File: src/rtl/fifo_wr_arbiter_if.sv
// Bundle between N producers, the write-port arbiter and the fifo write side.
// The master side is the producers and fifo. The slave side is the arbiter.
interface fifo_wr_arbiter_if #(
    parameter int N = 4,
    parameter int B = 8
);
    localparam int NW = $clog2(N);

    logic [N-1:0]   req;
    logic [N-1:0]   last;
    logic [N*B-1:0] data;
    logic [N-1:0]   ack;
    logic           fifo_full;
    logic           fifo_wr;
    logic [B-1:0]   fifo_w_data;
    logic           busy;
    logic [NW-1:0]  owner;
    logic           timeout_evt;

    modport master (
        output req, last, data, fifo_full,
        input  ack, fifo_wr, fifo_w_data, busy, owner, timeout_evt
    );

    modport slave (
        input  req, last, data, fifo_full,
        output ack, fifo_wr, fifo_w_data, busy, owner, timeout_evt
    );
endinterface

File: src/rtl/fifo_wr_arbiter.sv
// Round-robin, packet-locked arbiter sharing one fifo write port among N producers.
// Define FIFO_ARB_STATS_EN to add per-requester word and forced-release counters.
module fifo_wr_arbiter #(
    parameter int N       = 4,
    parameter int B       = 8,
    parameter int TIMEOUT = 16
) (
    input  logic                 clk,
    input  logic                 reset,
`ifdef FIFO_ARB_STATS_EN
    input  logic [$clog2(N)-1:0] stat_sel,
    output logic [15:0]          stat_words,
    output logic [7:0]           stat_timeouts,
`endif
    fifo_wr_arbiter_if.slave     bus
);
    localparam int NW = $clog2(N);
    localparam int CW = (TIMEOUT > 1) ? $clog2(TIMEOUT + 1) : 1;

    typedef enum logic {
        IDLE = 1'b0,
        LOCK = 1'b1
    } state_t;

    state_t          state_q, state_d;
    logic [NW-1:0]   owner_q, owner_d;
    logic [NW-1:0]   rr_ptr_q, rr_ptr_d;
    logic [CW-1:0]   idle_cnt_q, idle_cnt_d;

    logic            grant_vld;
    logic [NW-1:0]   grant_idx;
    logic            own_req;
    logic            own_last;
    logic            xfer;
    logic            timeout_hit;

    // Search starts just after the last owner, so it becomes lowest priority.
    always_comb begin
        int idx;
        grant_vld = 1'b0;
        grant_idx = '0;
        idx       = 0;
        for (int k = 1; k <= N; k++) begin
            idx = int'(rr_ptr_q) + k;
            if (idx >= N) idx = idx - N;
            if (!grant_vld && bus.req[idx]) begin
                grant_vld = 1'b1;
                grant_idx = NW'(idx);
            end
        end
    end

    assign own_req  = bus.req[owner_q];
    assign own_last = bus.last[owner_q];

    // Gated by reset so a word presented in the reset cycle never reaches the fifo.
    assign xfer = (state_q == LOCK) && own_req && !bus.fifo_full && !reset;

    assign timeout_hit = (TIMEOUT != 0) && (state_q == LOCK) && !own_req && !reset
                         && (idle_cnt_q == CW'(TIMEOUT - 1));

    // Data follows the registered owner even when no write happens.
    assign bus.fifo_w_data = bus.data[int'(owner_q) * B +: B];

    // NOTE: every signal written here gets a default first, so no latch can be inferred.
    always_comb begin
        state_d         = state_q;
        owner_d         = owner_q;
        rr_ptr_d        = rr_ptr_q;
        idle_cnt_d      = idle_cnt_q;
        bus.ack         = '0;
        bus.fifo_wr     = 1'b0;
        bus.busy        = (state_q == LOCK);
        bus.owner       = owner_q;
        bus.timeout_evt = timeout_hit;

        if (xfer) begin
            bus.fifo_wr      = 1'b1;
            bus.ack[owner_q] = 1'b1;
        end

        case (state_q)
            IDLE: begin
                if (grant_vld) begin
                    state_d    = LOCK;
                    owner_d    = grant_idx;
                    idle_cnt_d = '0;
                end
            end
            LOCK: begin
                if (own_req) begin
                    idle_cnt_d = '0;
                end else if (TIMEOUT != 0) begin
                    idle_cnt_d = idle_cnt_q + 1'b1;
                end
                if ((xfer && own_last) || timeout_hit) begin
                    state_d    = IDLE;
                    rr_ptr_d   = owner_q;
                    idle_cnt_d = '0;
                end
            end
            default: state_d = IDLE;
        endcase
    end

    // NOTE: sequential state uses non-blocking assignments so every flop samples pre-edge values.
    always_ff @(posedge clk) begin
        if (reset) begin
            state_q    <= IDLE;
            owner_q    <= '0;
            rr_ptr_q   <= NW'(N - 1);
            idle_cnt_q <= '0;
        end else begin
            state_q    <= state_d;
            owner_q    <= owner_d;
            rr_ptr_q   <= rr_ptr_d;
            idle_cnt_q <= idle_cnt_d;
        end
    end

`ifdef FIFO_ARB_STATS_EN
    logic [15:0] words_q [N];
    logic [7:0]  touts_q [N];

    // NOTE: the counter arrays are reset explicitly because software reads them as totals from zero.
    always_ff @(posedge clk) begin
        if (reset) begin
            for (int i = 0; i < N; i++) begin
                words_q[i] <= '0;
                touts_q[i] <= '0;
            end
        end else begin
            for (int i = 0; i < N; i++) begin
                if (xfer && owner_q == NW'(i) && words_q[i] != '1)
                    words_q[i] <= words_q[i] + 1'b1;
                if (timeout_hit && owner_q == NW'(i) && touts_q[i] != '1)
                    touts_q[i] <= touts_q[i] + 1'b1;
            end
        end
    end

    always_comb begin
        stat_words    = '0;
        stat_timeouts = '0;
        if (int'(stat_sel) < N) begin
            stat_words    = words_q[stat_sel];
            stat_timeouts = touts_q[stat_sel];
        end
    end
`endif

    a_ack_onehot : assert property (@(posedge clk) $onehot0(bus.ack));
    a_wr_is_ack  : assert property (@(posedge clk) bus.fifo_wr == (|bus.ack));
    a_no_wr_full : assert property (@(posedge clk) !(bus.fifo_wr && bus.fifo_full));

endmodule

File: src/flat_wrapper.sv
// flat-port wrapper written by rule: the top's interface ports become plain ports
module fifo_wr_arbiter_flat 
#(
    parameter int N       = 4,
    parameter int B       = 8,
    parameter int TIMEOUT = 16
)
  (clk, reset, bus_req, bus_last, bus_data, bus_fifo_full, bus_ack, bus_fifo_wr, bus_fifo_w_data, bus_busy, bus_owner, bus_timeout_evt);
  fifo_wr_arbiter_if #(.N(N), .B(B)) bus_i ();
  input  logic clk;
  input  logic reset;
  input wire logic [$bits(bus_i.req)-1:0] bus_req;
  input wire logic [$bits(bus_i.last)-1:0] bus_last;
  input wire logic [$bits(bus_i.data)-1:0] bus_data;
  input wire logic [$bits(bus_i.fifo_full)-1:0] bus_fifo_full;
  output wire logic [$bits(bus_i.ack)-1:0] bus_ack;
  output wire logic [$bits(bus_i.fifo_wr)-1:0] bus_fifo_wr;
  output wire logic [$bits(bus_i.fifo_w_data)-1:0] bus_fifo_w_data;
  output wire logic [$bits(bus_i.busy)-1:0] bus_busy;
  output wire logic [$bits(bus_i.owner)-1:0] bus_owner;
  output wire logic [$bits(bus_i.timeout_evt)-1:0] bus_timeout_evt;
  assign bus_i.req = bus_req;
  assign bus_i.last = bus_last;
  assign bus_i.data = bus_data;
  assign bus_i.fifo_full = bus_fifo_full;
  assign bus_ack = bus_i.ack;
  assign bus_fifo_wr = bus_i.fifo_wr;
  assign bus_fifo_w_data = bus_i.fifo_w_data;
  assign bus_busy = bus_i.busy;
  assign bus_owner = bus_i.owner;
  assign bus_timeout_evt = bus_i.timeout_evt;
  fifo_wr_arbiter #(.N(N), .B(B), .TIMEOUT(TIMEOUT)) u_core (.clk(clk), .reset(reset), .bus(bus_i));
endmodule
File: config.mk
export PLATFORM = sky130hd
export DESIGN_NAME = fifo_wr_arbiter_flat
export DESIGN_NICKNAME = d
export VERILOG_FILES = /design/src/rtl/fifo_wr_arbiter_if.sv /design/src/rtl/fifo_wr_arbiter.sv /design/src/flat_wrapper.sv
export SDC_FILE = /design/constraint.sdc
export NUM_CORES = 1
export LEC_CHECK = 0
export ABC_AREA = 0
export CORE_AREA = 2 2 51 57
export DETAILED_ROUTE_END_ITERATION = 10
export DIE_AREA = 0 0 53 59
export PLACE_DENSITY = 0.81
export SYNTH_ARGS = -nofsm -noshare
export SYNTH_HDL_FRONTEND = slang
export SYNTH_SLANG_ARGS = --single-unit
File: constraint.sdc
create_clock -name clk -period 2.5 [get_ports clk]
set_clock_uncertainty 0.05 [all_clocks]
set_input_delay 0.5 -clock clk [delete_from_list [all_inputs] [get_ports clk]]
set_output_delay 0.5 -clock clk [all_outputs]
set_load 0.02 [all_outputs]
==> results of run 1 <==
sequential cells by signal, indices dropped and copies added (netlist names):
name               cells
u_core.bus.busy        1
u_core.idle_cnt_q      5
u_core.rr_ptr_q        2
u_core.bus.owner       2
worst max-delay path, delay by kind of cell:
family | cells | cell delay (ns)
buffers and inverters | 3 | 0.92
and+or+nand+nor | 2 | 0.39
power by group:
part / switching (mW) / leakage [nW] / internal (mW)
Combinational: 0.0922 / 0.547 / 0.140
Sequential: 0.00622 / 0.0816 / 0.165
Clock: 0.0624 / 0.0210 / 0.0886
Total: 0.161 / 0.650 / 0.393
kinds of logic (layout without fill, tap and decap cells):
kind of cell | count (synthesis) | in the layout | synth area share
AO/OA/AOI/OAI | 17 | 17 | 0.134
multiplexers | 15 | 15 | 0.320
adder cells (fa/ha/maj) | 2 | 2 | 0.0291
AND/OR/NAND/NOR | 35 | 35 | 0.231
buffers and inverters | 10 | 83 | 0.0524
flip-flops | 10 | 10 | 0.233
Yosys cell counts (3+ instances only):
master                     instances
sky130_fd_sc_hd__dfxtp_1          10
sky130_fd_sc_hd__nor2_1           10
sky130_fd_sc_hd__mux4_2            6
sky130_fd_sc_hd__a21oi_1           5
sky130_fd_sc_hd__mux2i_1           5
sky130_fd_sc_hd__nand2_1           5
sky130_fd_sc_hd__clkbuf_1          4
sky130_fd_sc_hd__inv_1             4
sky130_fd_sc_hd__nor3b_1           4
sky130_fd_sc_hd__mux4_1            3
sky130_fd_sc_hd__nand2b_1          3
routing by layer:
metal / vias up / GRT usage
met2: 58 / 0.370
met5: - / 0
met3: 5 / 0.0404
met1: 470 / 0.211
met4: 0 / 0.0952
li1: 490 / -
metrics by stage:
step | std cells | TNS (ns) | setup slack, ns | total power, mW | area (um^2)
floorplan | 89 | 0 | 0.155 | 0.281 | 860
global placement | 189 | -1.39 | -0.266 | 0.415 | 1580
detailed placement | 189 | -1.45 | -0.286 | 0.421 | 1580
CTS | 193 | 0 | 0.00592 | 0.557 | 1600
global route | 193 | 0 | 0.0607 | 0.573 | 1580
finish | 193 | 0 | 0.136 | 0.554 | 1580
worst paths after layout:
check                  startpoint                    to  slack, ns  cells past startpoint
max                         reset            bus_ack[2]       0.14                      5
min          u_core.idle_cnt_q[3]  u_core.idle_cnt_q[3]       0.42                      2
max reg2reg   u_core.bus.owner[0]  u_core.idle_cnt_q[3]       0.51                      5
min reg2reg  u_core.idle_cnt_q[3]  u_core.idle_cnt_q[3]       0.42                      2
placed cells by master, fill, tap and decap left out, types with 5 or more instances in the layout:
master / synthesis / routed
sky130_fd_sc_hd__a21oi_1: 5 / 5
sky130_fd_sc_hd__buf_4: 0 / 16
sky130_fd_sc_hd__clkbuf_2: 0 / 5
sky130_fd_sc_hd__clkdlybuf4s50_1: 0 / 45
sky130_fd_sc_hd__dfxtp_1: 10 / 10
sky130_fd_sc_hd__dlygate4sd2_1: 0 / 9
sky130_fd_sc_hd__mux2i_1: 5 / 5
sky130_fd_sc_hd__mux4_2: 6 / 6
sky130_fd_sc_hd__nand2_1: 5 / 5
sky130_fd_sc_hd__nor2_1: 10 / 10
what timing repair did:
item / in CTS / in global routing
setup endpoints to repair: 14 / 5
gates resized for setup: 16 / 10
cloned: 0 / 0
hold buffers: 0 / 0
layout make-up:
cell class,count,area (um^2)
inverter,4,15.0
timing repair buffer,75,674
clock buffer,4,36.3
fill,209,917
tap,31,38.8
multi-input combinational,69,614
sequential,10,200
==> impl_metrics.prom, run 1 <==
# TYPE chip_impl_metric gauge
chip_impl_metric{name="first_global_vias",unit=""} 1047
chip_impl_metric{name="synth.lib_cells_used.distinct",unit=""} 37
chip_impl_info{name="path_class",value="input pin to output port"} 1
chip_impl_metric{name="report.final.setup_viol",unit=""} 0
chip_impl_metric{name="antenna_violating_nets_post_route",unit=""} 0
chip_impl_metric{name="synth_edf_count",unit=""} 0
chip_impl_metric{name="wl_met2",unit="um"} 1450
chip_impl_metric{name="finalCriticalPeriod",unit="ns"} 2.36
chip_impl_metric{name="die_x",unit="um"} 53
chip_impl_info{name="worstPathCellList",value="clkdlybuf4s50_1 -> nor3b_1 -> buf_4 -> and4b_1 -> dlygate4sd2_1"} 1
chip_impl_metric{name="detailedRoute.firstPassIterationCount",unit=""} 4
chip_impl_metric{name="maximum_vdd_drop",unit="V"} 0.000204
chip_impl_info{name="clock_tree_from_tritoncts",value="done"} 1
chip_impl_info{name="synth_largest_area_cell",value="sky130_fd_sc_hd__dfxtp_1"} 1
chip_impl_metric{name="largest_net_degree_at_the_start_of_global_routing",unit=""} 12
chip_impl_metric{name="die_h",unit="um"} 59
chip_impl_info{name="synth_top_cells_by_area",value="sky130_fd_sc_hd__dfxtp_1 23%, sky130_fd_sc_hd__mux4_2 16%, sky130_fd_sc_hd__mux4_1 9.2%, sky130_fd_sc_hd__mux2i_1 5.8%, sky130_fd_sc_hd__nor2_1 4.4%"} 1
chip_impl_metric{name="netlist_area",unit="um^2"} 860
chip_impl_metric{name="globalRouteTotalUtil",unit=""} 0.200
chip_impl_metric{name="mappedNetlistNets",unit=""} 134
chip_impl_metric{name="worstMarginPinSlew",unit="ns"} 0.293
chip_impl_info{name="top_layer_used",value="met4"} 1
chip_impl_metric{name="post-cts-setup-buffers",unit=""} 0
chip_impl_metric{name="routed_wire_length_per_instance",unit="um"} 14.9
chip_impl_metric{name="worstPathArrival",unit="ns"} 1.81
chip_impl_info{name="outcome",value="finished clean"} 1
chip_impl_metric{name="io_pins",unit=""} 60
chip_impl_info{name="worst_path_max_delay_cell",value="sky130_fd_sc_hd__clkdlybuf4s50_1"} 1
chip_impl_metric{name="grt_overflow",unit=""} 0
chip_impl_metric{name="cp_slowest_stage_delay",unit="ns"} 0.43
chip_impl_metric{name="area_delta_synth_final",unit="%"} 83.7
chip_impl_metric{name="synth-seq-area-share",unit=""} 0.233
chip_impl_metric{name="core_region_area",unit="mm^2"} 0.00250
chip_impl_metric{name="numClockSinks",unit=""} 10
chip_impl_metric{name="required",unit="ns"} 1.95
chip_impl_metric{name="synth_top_area_frac",unit=""} 0.233
chip_impl_metric{name="final_max_slew_viol_count",unit=""} 0
chip_impl_metric{name="leakage",unit="nW"} 0.650
chip_impl_metric{name="synth-seq-cells",unit=""} 10
chip_impl_metric{name="maxcap_violations",unit=""} 0
chip_impl_metric{name="cellPowerDensity",unit="mW/mm^2"} 351
chip_impl_metric{name="post-route-period-util",unit=""} 0.946
chip_impl_info{name="cts_root_buf",value="sky130_fd_sc_hd__clkbuf_4"} 1
chip_impl_info{name="setup_repair_after_global_routing_missed_its_margin",value="no"} 1
chip_impl_metric{name="route.layer.met1.wl",unit="um"} 1110
chip_impl_metric{name="grt_pass1_wl",unit="um"} 4510
chip_impl_metric{name="synthesis.area_per_instance",unit="um^2"} 9.66
chip_impl_metric{name="cts_max_path_buffers",unit=""} 2
chip_impl_metric{name="initial_core_util",unit=""} 0.344
chip_impl_metric{name="maxClockFrequency",unit="MHz"} 423
chip_impl_metric{name="dp.final_hpwl",unit="um"} 2440
chip_impl_metric{name="worst_setup_hold_path_clk_slew",unit="ns"} 0.07
chip_impl_metric{name="layout_cells_sized_above_1",unit=""} 0.210
chip_impl_metric{name="met3_wirelength",unit="um"} 274
chip_impl_metric{name="clock_latency",unit="ns"} 0.27
chip_impl_metric{name="final_core_util",unit=""} 0.633
chip_impl_metric{name="drt_first_iter_violations",unit=""} 13
chip_impl_info{name="timing.critical_path.to_type",value="output port"} 1
chip_impl_info{name="dominantRegCellSynth",value="sky130_fd_sc_hd__dfxtp_1"} 1
chip_impl_metric{name="path_max_fanout",unit=""} 5
chip_impl_metric{name="route.vias.total",unit=""} 1023
chip_impl_metric{name="netlist_instances",unit=""} 89
chip_impl_metric{name="h-tree-depth",unit=""} 1
chip_impl_metric{name="portBuffers",unit=""} 59
chip_impl_metric{name="core.rowCount",unit=""} 19
chip_impl_metric{name="tritoncts.num_buffers",unit=""} 3
chip_impl_metric{name="slew_headroom",unit=""} 0.802
chip_impl_metric{name="async_set_reset_flop_share_out_of_synthesis",unit=""} 0
chip_impl_metric{name="fin_nets",unit=""} 208
chip_impl_metric{name="grt_antenna_before_repair",unit=""} 0
chip_impl_metric{name="remaining_drc_errors",unit=""} 0
chip_impl_info{name="worstSetupStartpointType",value="input pin"} 1
chip_impl_metric{name="postRouteWirelength",unit="um"} 2880
chip_impl_metric{name="final_hold_viol_count",unit=""} 0
chip_impl_metric{name="hold_ws",unit="ns"} 0.424
chip_impl_metric{name="inserted_diodes",unit=""} 0
chip_impl_metric{name="die-area",unit="mm^2"} 0.00313
chip_impl_metric{name="gp_routability_congestion",unit=""} 0.732
chip_impl_info{name="worstHoldPathType",value="register to register"} 1
chip_impl_metric{name="yosys_warnings",unit=""} 0
chip_impl_metric{name="vias_per_cell",unit=""} 5.30
(Power assumes the default switching activity.)
==> run 2: changes to the inputs <==
CORE_AREA = 2 2 55 62   (was 2 2 51 57)
DIE_AREA = 0 0 57 64   (was 0 0 53 59)
PLACE_DENSITY = 0.7   (was 0.81)
==> impl_metrics.prom, run 2 (same netlist as run 1, synthesis figures left out) <==
# TYPE chip_impl_metric gauge
chip_impl_info{name="outcome",value="finished clean"} 1
chip_impl_metric{name="route.vias.total",unit=""} 1016
chip_impl_info{name="worstSetupStartpointType",value="input pin"} 1
chip_impl_metric{name="finalCriticalPeriod",unit="ns"} 2.44
chip_impl_metric{name="final_core_util",unit=""} 0.535
chip_impl_metric{name="required",unit="ns"} 1.95
chip_impl_metric{name="vias_per_cell",unit=""} 5.18
chip_impl_metric{name="slew_headroom",unit=""} 0.730
chip_impl_metric{name="path_max_fanout",unit=""} 3
chip_impl_metric{name="ctsHoldBuffers",unit=""} 0
chip_impl_metric{name="grt_pass1_wl",unit="um"} 4660
chip_impl_metric{name="fin_nets",unit=""} 208
chip_impl_metric{name="total_power",unit="mW"} 0.554
chip_impl_info{name="highest_count_cells_in_the_layout_ignoring_fill_and_taps",value="45 x sky130_fd_sc_hd__clkdlybuf4s50_1, 16 x sky130_fd_sc_hd__buf_4, 10 x sky130_fd_sc_hd__dfxtp_1"} 1
chip_impl_metric{name="leakage",unit="nW"} 0.669
chip_impl_metric{name="die_h",unit="um"} 64
chip_impl_metric{name="detailedRoute.firstPassIterationCount",unit=""} 4
chip_impl_metric{name="area_delta_synth_final",unit="%"} 86.5
chip_impl_metric{name="clock_latency",unit="ns"} 0.27
chip_impl_metric{name="layout_cells_sized_above_1",unit=""} 0.210
chip_impl_metric{name="grt_overflow",unit=""} 0
chip_impl_metric{name="grt_antenna_before_repair",unit=""} 0
chip_impl_metric{name="first_global_vias",unit=""} 1101
chip_impl_metric{name="dp.final_hpwl",unit="um"} 2360
chip_impl_metric{name="tritoncts.num_buffers",unit=""} 3
chip_impl_metric{name="postRouteWirelength",unit="um"} 2800
chip_impl_metric{name="gp_routability_congestion",unit=""} 0.760
chip_impl_info{name="cts_root_buf",value="sky130_fd_sc_hd__clkbuf_4"} 1
chip_impl_metric{name="flip_flop_count_of_the_largest_register_all_copies_and_words_added",unit=""} 5
chip_impl_metric{name="numClockSinks",unit=""} 10
chip_impl_metric{name="maxcap_violations",unit=""} 0
chip_impl_metric{name="cellPowerDensity",unit="mW/mm^2"} 346
chip_impl_metric{name="io_pins",unit=""} 60
chip_impl_info{name="regMostFlops",value="u_core.idle_cnt_q"} 1
chip_impl_info{name="setup_repair_after_global_routing_missed_its_margin",value="no"} 1
chip_impl_metric{name="worst_setup_hold_path_clk_slew",unit="ns"} 0.07
chip_impl_metric{name="initial_core_util",unit=""} 0.287
chip_impl_metric{name="drt_first_iter_violations",unit=""} 10
chip_impl_metric{name="inserted_diodes",unit=""} 0
chip_impl_metric{name="antenna_violating_nets_post_route",unit=""} 0
chip_impl_metric{name="hold_ws",unit="ns"} 0.406
chip_impl_metric{name="report.final.setup_viol",unit=""} 0
chip_impl_metric{name="maxClockFrequency",unit="MHz"} 410
chip_impl_info{name="clock_tree_from_tritoncts",value="done"} 1
chip_impl_info{name="worstHoldPathType",value="register to register"} 1
chip_impl_metric{name="cts_max_path_buffers",unit=""} 2
chip_impl_metric{name="h-tree-depth",unit=""} 1
chip_impl_info{name="layout_commonest_cell",value="sky130_fd_sc_hd__clkdlybuf4s50_1"} 1
chip_impl_metric{name="worstMarginPinSlew",unit="ns"} 0.401
chip_impl_metric{name="portBuffers",unit=""} 59
chip_impl_metric{name="worstPathArrival",unit="ns"} 1.89
chip_impl_metric{name="largest_net_degree_at_the_start_of_global_routing",unit=""} 13
chip_impl_metric{name="globalRouteTotalUtil",unit=""} 0.162
chip_impl_info{name="timing.critical_path.to_type",value="output port"} 1
chip_impl_metric{name="remaining_drc_errors",unit=""} 0
chip_impl_metric{name="die_x",unit="um"} 57
chip_impl_metric{name="final_hold_viol_count",unit=""} 0
chip_impl_metric{name="core_region_area",unit="mm^2"} 0.00300
chip_impl_metric{name="post-cts-setup-buffers",unit=""} 0
chip_impl_metric{name="routed_wire_length_per_instance",unit="um"} 14.3
chip_impl_metric{name="die-area",unit="mm^2"} 0.00365
chip_impl_metric{name="n_fill_cell",unit=""} 286
chip_impl_metric{name="maximum_vdd_drop",unit="V"} 0.000244
chip_impl_info{name="path_class",value="input pin to output port"} 1
chip_impl_metric{name="final_max_slew_viol_count",unit=""} 0
chip_impl_metric{name="core.rowCount",unit=""} 21
chip_impl_metric{name="post-route-period-util",unit=""} 0.976
==> run 2: cell count changes in the layout (fill, tap and decap cells not counted), sizes merged <==
cell / before / now
clkbuf: 9 / 7
dlymetal6s2s: 0 / 2
clkdlybuf4s15: 0 / 1
dlygate4sd2: 9 / 8
==> run 2: through the flow <==
step                      instances  worst slack, ns  cell area, um^2  setup TNS (ns)
after detailed placement        192           -0.310             1580           -1.44
final                           196           0.0601             1600               0
after CTS                       196          0.00683             1610               0
after floorplan                  89            0.155              860               0
after global routing            196           0.0147             1600               0
after global placement          192           -0.264             1580           -1.23
==> run 2: final timing paths <==
kind / from / endpoint / slack [ns] / cells past startpoint
min reg2reg: u_core.idle_cnt_q[4] / u_core.idle_cnt_q[4] / 0.41 / 2
min: u_core.idle_cnt_q[4] / u_core.idle_cnt_q[4] / 0.41 / 2
max: bus_req[3] / bus_timeout_evt / 0.06 / 4
max reg2reg: u_core.bus.owner[0] / u_core.idle_cnt_q[3] / 0.50 / 5
==> run 2: per-layer routing <==
metal | routed length, um | track usage
met5 | 0 | 0
met4 | 69 | 0.0610
met3 | 234 | 0.0425
met2 | 1460 | 0.307
met1 | 1040 | 0.166
==> run 2: layout make-up <==
class / instances / area [um^2] / share of cell area
clock buffer: 4 / 36.3 / 0.0226
sequential: 10 / 200 / 0.125
tap: 34 / 42.5 / 0.0265
inverter: 4 / 15.0 / 0.00937
timing repair buffer: 75 / 692 / 0.432
multi-input combinational: 69 / 617 / 0.385
==> run 2: critical path: stages <==
cell,delay [ns]
sky130_fd_sc_hd__clkdlybuf4s50_1,0.43
sky130_fd_sc_hd__mux4_2,0.54
sky130_fd_sc_hd__nor2_2,0.15
sky130_fd_sc_hd__clkdlybuf4s15_2,0.27
==> run 2: power breakdown <==
| part | internal, mW | switching (mW) |
|---|---|---|
| combinational | 0.142 | 0.0932 |
| clock | 0.0885 | 0.0598 |
| sequential | 0.165 | 0.00578 |
| total | 0.396 | 0.159 |
==> run 2: what timing repair did <==
item,in CTS,in global routing
cloned,0,0
resized for setup,17,8
setup endpoints to repair,12,6
pin swaps,0,0
==> run 3: changes to the inputs <==
PLACE_DENSITY = 0.67   (was 0.7)
RECOVER_POWER = 25   (was default)
==> impl_metrics.prom, run 3 (same netlist as run 1, synthesis figures left out) <==
# TYPE chip_impl_metric gauge
chip_impl_metric{name="postRouteWirelength",unit="um"} 2850
chip_impl_metric{name="final_max_slew_viol_count",unit=""} 0
chip_impl_metric{name="fin_nets",unit=""} 210
chip_impl_metric{name="post-route-period-util",unit=""} 0.992
chip_impl_metric{name="remaining_drc_errors",unit=""} 0
chip_impl_info{name="worst_path_max_delay_cell",value="sky130_fd_sc_hd__mux4_2"} 1
chip_impl_metric{name="maxClockFrequency",unit="MHz"} 403
chip_impl_metric{name="route.vias.total",unit=""} 1017
chip_impl_metric{name="detailedRoute.firstPassIterationCount",unit=""} 4
chip_impl_metric{name="vias_per_cell",unit=""} 5.14
chip_impl_metric{name="core_region_area",unit="mm^2"} 0.00300
chip_impl_metric{name="grt_overflow",unit=""} 0
chip_impl_metric{name="leakage",unit="nW"} 0.655
chip_impl_metric{name="die_h",unit="um"} 64
chip_impl_metric{name="ctsHoldBuffers",unit=""} 0
chip_impl_metric{name="path_max_fanout",unit=""} 3
chip_impl_metric{name="worstMarginPinSlew",unit="ns"} 0.343
chip_impl_metric{name="area_delta_synth_final",unit="%"} 88.5
chip_impl_info{name="layout_commonest_cell",value="sky130_fd_sc_hd__clkdlybuf4s50_1"} 1
chip_impl_metric{name="largest_net_degree_at_the_start_of_global_routing",unit=""} 11
chip_impl_info{name="outcome",value="finished clean"} 1
chip_impl_metric{name="portBuffers",unit=""} 59
chip_impl_metric{name="tritoncts.num_buffers",unit=""} 3
chip_impl_info{name="worstHoldPathType",value="register to register"} 1
chip_impl_metric{name="clock_latency",unit="ns"} 0.27
chip_impl_metric{name="flip_flop_count_of_the_largest_register_all_copies_and_words_added",unit=""} 5
chip_impl_info{name="regMostFlops",value="u_core.idle_cnt_q"} 1
chip_impl_metric{name="h-tree-depth",unit=""} 1
chip_impl_metric{name="gp_routability_congestion",unit=""} 0.685
chip_impl_metric{name="required",unit="ns"} 1.95
chip_impl_metric{name="worst_setup_hold_path_clk_slew",unit="ns"} 0.07
chip_impl_metric{name="cellPowerDensity",unit="mW/mm^2"} 341
chip_impl_metric{name="placement_setup_slack",unit="ns"} -0.343
chip_impl_info{name="worstSetupStartpointType",value="input pin"} 1
chip_impl_info{name="timing.critical_path.to_type",value="output port"} 1
chip_impl_metric{name="routed_wire_length_per_instance",unit="um"} 14.4
chip_impl_metric{name="grt_antenna_before_repair",unit=""} 0
chip_impl_metric{name="dp.final_hpwl",unit="um"} 2330
chip_impl_metric{name="first_global_vias",unit=""} 1147
chip_impl_metric{name="initial_core_util",unit=""} 0.287
chip_impl_metric{name="io_pins",unit=""} 60
chip_impl_info{name="highest_count_cells_in_the_layout_ignoring_fill_and_taps",value="43 x sky130_fd_sc_hd__clkdlybuf4s50_1, 16 x sky130_fd_sc_hd__buf_4, 10 x sky130_fd_sc_hd__dfxtp_1"} 1
chip_impl_metric{name="core.rowCount",unit=""} 21
chip_impl_metric{name="post-cts-setup-buffers",unit=""} 0
chip_impl_metric{name="maxcap_violations",unit=""} 0
chip_impl_metric{name="drt_first_iter_violations",unit=""} 27
chip_impl_metric{name="worstPathArrival",unit="ns"} 1.93
chip_impl_info{name="worstPathCellList",value="clkdlybuf4s50_1 -> mux4_2 -> and2_4 -> clkdlybuf4s15_2"} 1
chip_impl_metric{name="slew_headroom",unit=""} 0.770
chip_impl_metric{name="report.final.setup_viol",unit=""} 0
chip_impl_metric{name="setup_slack",unit="ns"} 0.0206
chip_impl_metric{name="antenna_violating_nets_post_route",unit=""} 0
chip_impl_info{name="critical_path_s_top_delay_family",value="buffers and inverters"} 1
chip_impl_metric{name="fin_cells",unit=""} 198
chip_impl_metric{name="cp_slowest_stage_delay",unit="ns"} 0.55
chip_impl_metric{name="finalCriticalPeriod",unit="ns"} 2.48
chip_impl_metric{name="final_hold_viol_count",unit=""} 0
chip_impl_metric{name="hold_ws",unit="ns"} 0.404
chip_impl_info{name="clock_tree_from_tritoncts",value="done"} 1
chip_impl_metric{name="place.detailed.instances",unit=""} 194
chip_impl_metric{name="cp_num_buf_inv",unit=""} 2
chip_impl_metric{name="inserted_diodes",unit=""} 0
chip_impl_info{name="path_class",value="input pin to output port"} 1
chip_impl_metric{name="maximum_vdd_drop",unit="V"} 0.000233
chip_impl_metric{name="grt_pass1_wl",unit="um"} 4700
chip_impl_metric{name="n_fill_cell",unit=""} 280
chip_impl_metric{name="cts_max_path_buffers",unit=""} 2
chip_impl_metric{name="numClockSinks",unit=""} 10
chip_impl_info{name="cts_root_buf",value="sky130_fd_sc_hd__clkbuf_4"} 1
chip_impl_metric{name="die_x",unit="um"} 57
chip_impl_metric{name="layout_cells_sized_above_1",unit=""} 0.226
chip_impl_metric{name="globalRouteTotalUtil",unit=""} 0.164
chip_impl_metric{name="die-area",unit="mm^2"} 0.00365
-- run 3: cell count changes in the layout (fill, tap and decap cells not counted), sizes merged --
cell	delta
dlygate4sd3	+2
clkdlybuf4s15	+2
dlygate4sd2	+1
dlymetal6s2s	-2
clkdlybuf4s50	-2
clkbuf	+1
-- run 3: final timing paths --
check             cells past startpoint                  from  slack [ns]              endpoint
setup / recovery                      4            bus_req[3]        0.02           bus_fifo_wr
hold / removal                        2  u_core.idle_cnt_q[4]        0.40  u_core.idle_cnt_q[4]
setup reg to reg                      5   u_core.bus.owner[0]        0.50  u_core.idle_cnt_q[3]
hold reg to reg                       2  u_core.idle_cnt_q[4]        0.40  u_core.idle_cnt_q[4]
-- run 3: metrics by stage --
stage                     power (mW)  utilization  area (um^2)   TNS, ns
final                          0.553        0.541         1620         0
after global routing           0.583        0.541         1620  -0.00344
after CTS                      0.559        0.542         1620         0
after detailed placement       0.420        0.533         1600     -1.65
after global placement         0.415        0.533         1600     -1.51
after floorplan                0.281            -          860         0
-- run 3: layer usage --
layer | vias to the layer above | wire [um] | global-route usage
met1 | 475 | 1100 | 0.171
met3 | 4 | 231 | 0.0405
met2 | 46 | 1480 | 0.305
met4 | 0 | 42 | 0.0698
li1 | 492 | - | -
met5 | - | 0 | 0
-- run 3: worst register-to-register path, cell delays in order (launching register included) --
cell and delay, ns:
sky130_fd_sc_hd__dfxtp_1 0.38, sky130_fd_sc_hd__mux4_2 0.58, sky130_fd_sc_hd__buf_4 0.17, sky130_fd_sc_hd__or3_4 0.34
sky130_fd_sc_hd__or3_1 0.36, sky130_fd_sc_hd__o21ai_2 0.06
-- run 3: timing repair --
action / CTS / global route
endpoints found under the setup margin: 14 / 5
resized for setup: 23 / 6
cloned: 0 / 0
-- run 3: report_power, final --
group	internal, mW	switching, mW	total, mW
combinational	0.140	0.0912	0.231
sequential	0.165	0.00738	0.172
clock	0.0885	0.0607	0.149
total	0.394	0.159	0.553
-- run 3: layout make-up --
type | instances | area, um^2 | area share
sequential | 10 | 200 | 0.124
timing repair buffer | 77 | 701 | 0.432
clock buffer | 4 | 36.3 | 0.0224
inverter | 4 | 15.0 | 0.00927
multi-input combinational | 69 | 626 | 0.386
tap | 34 | 42.5 | 0.0263
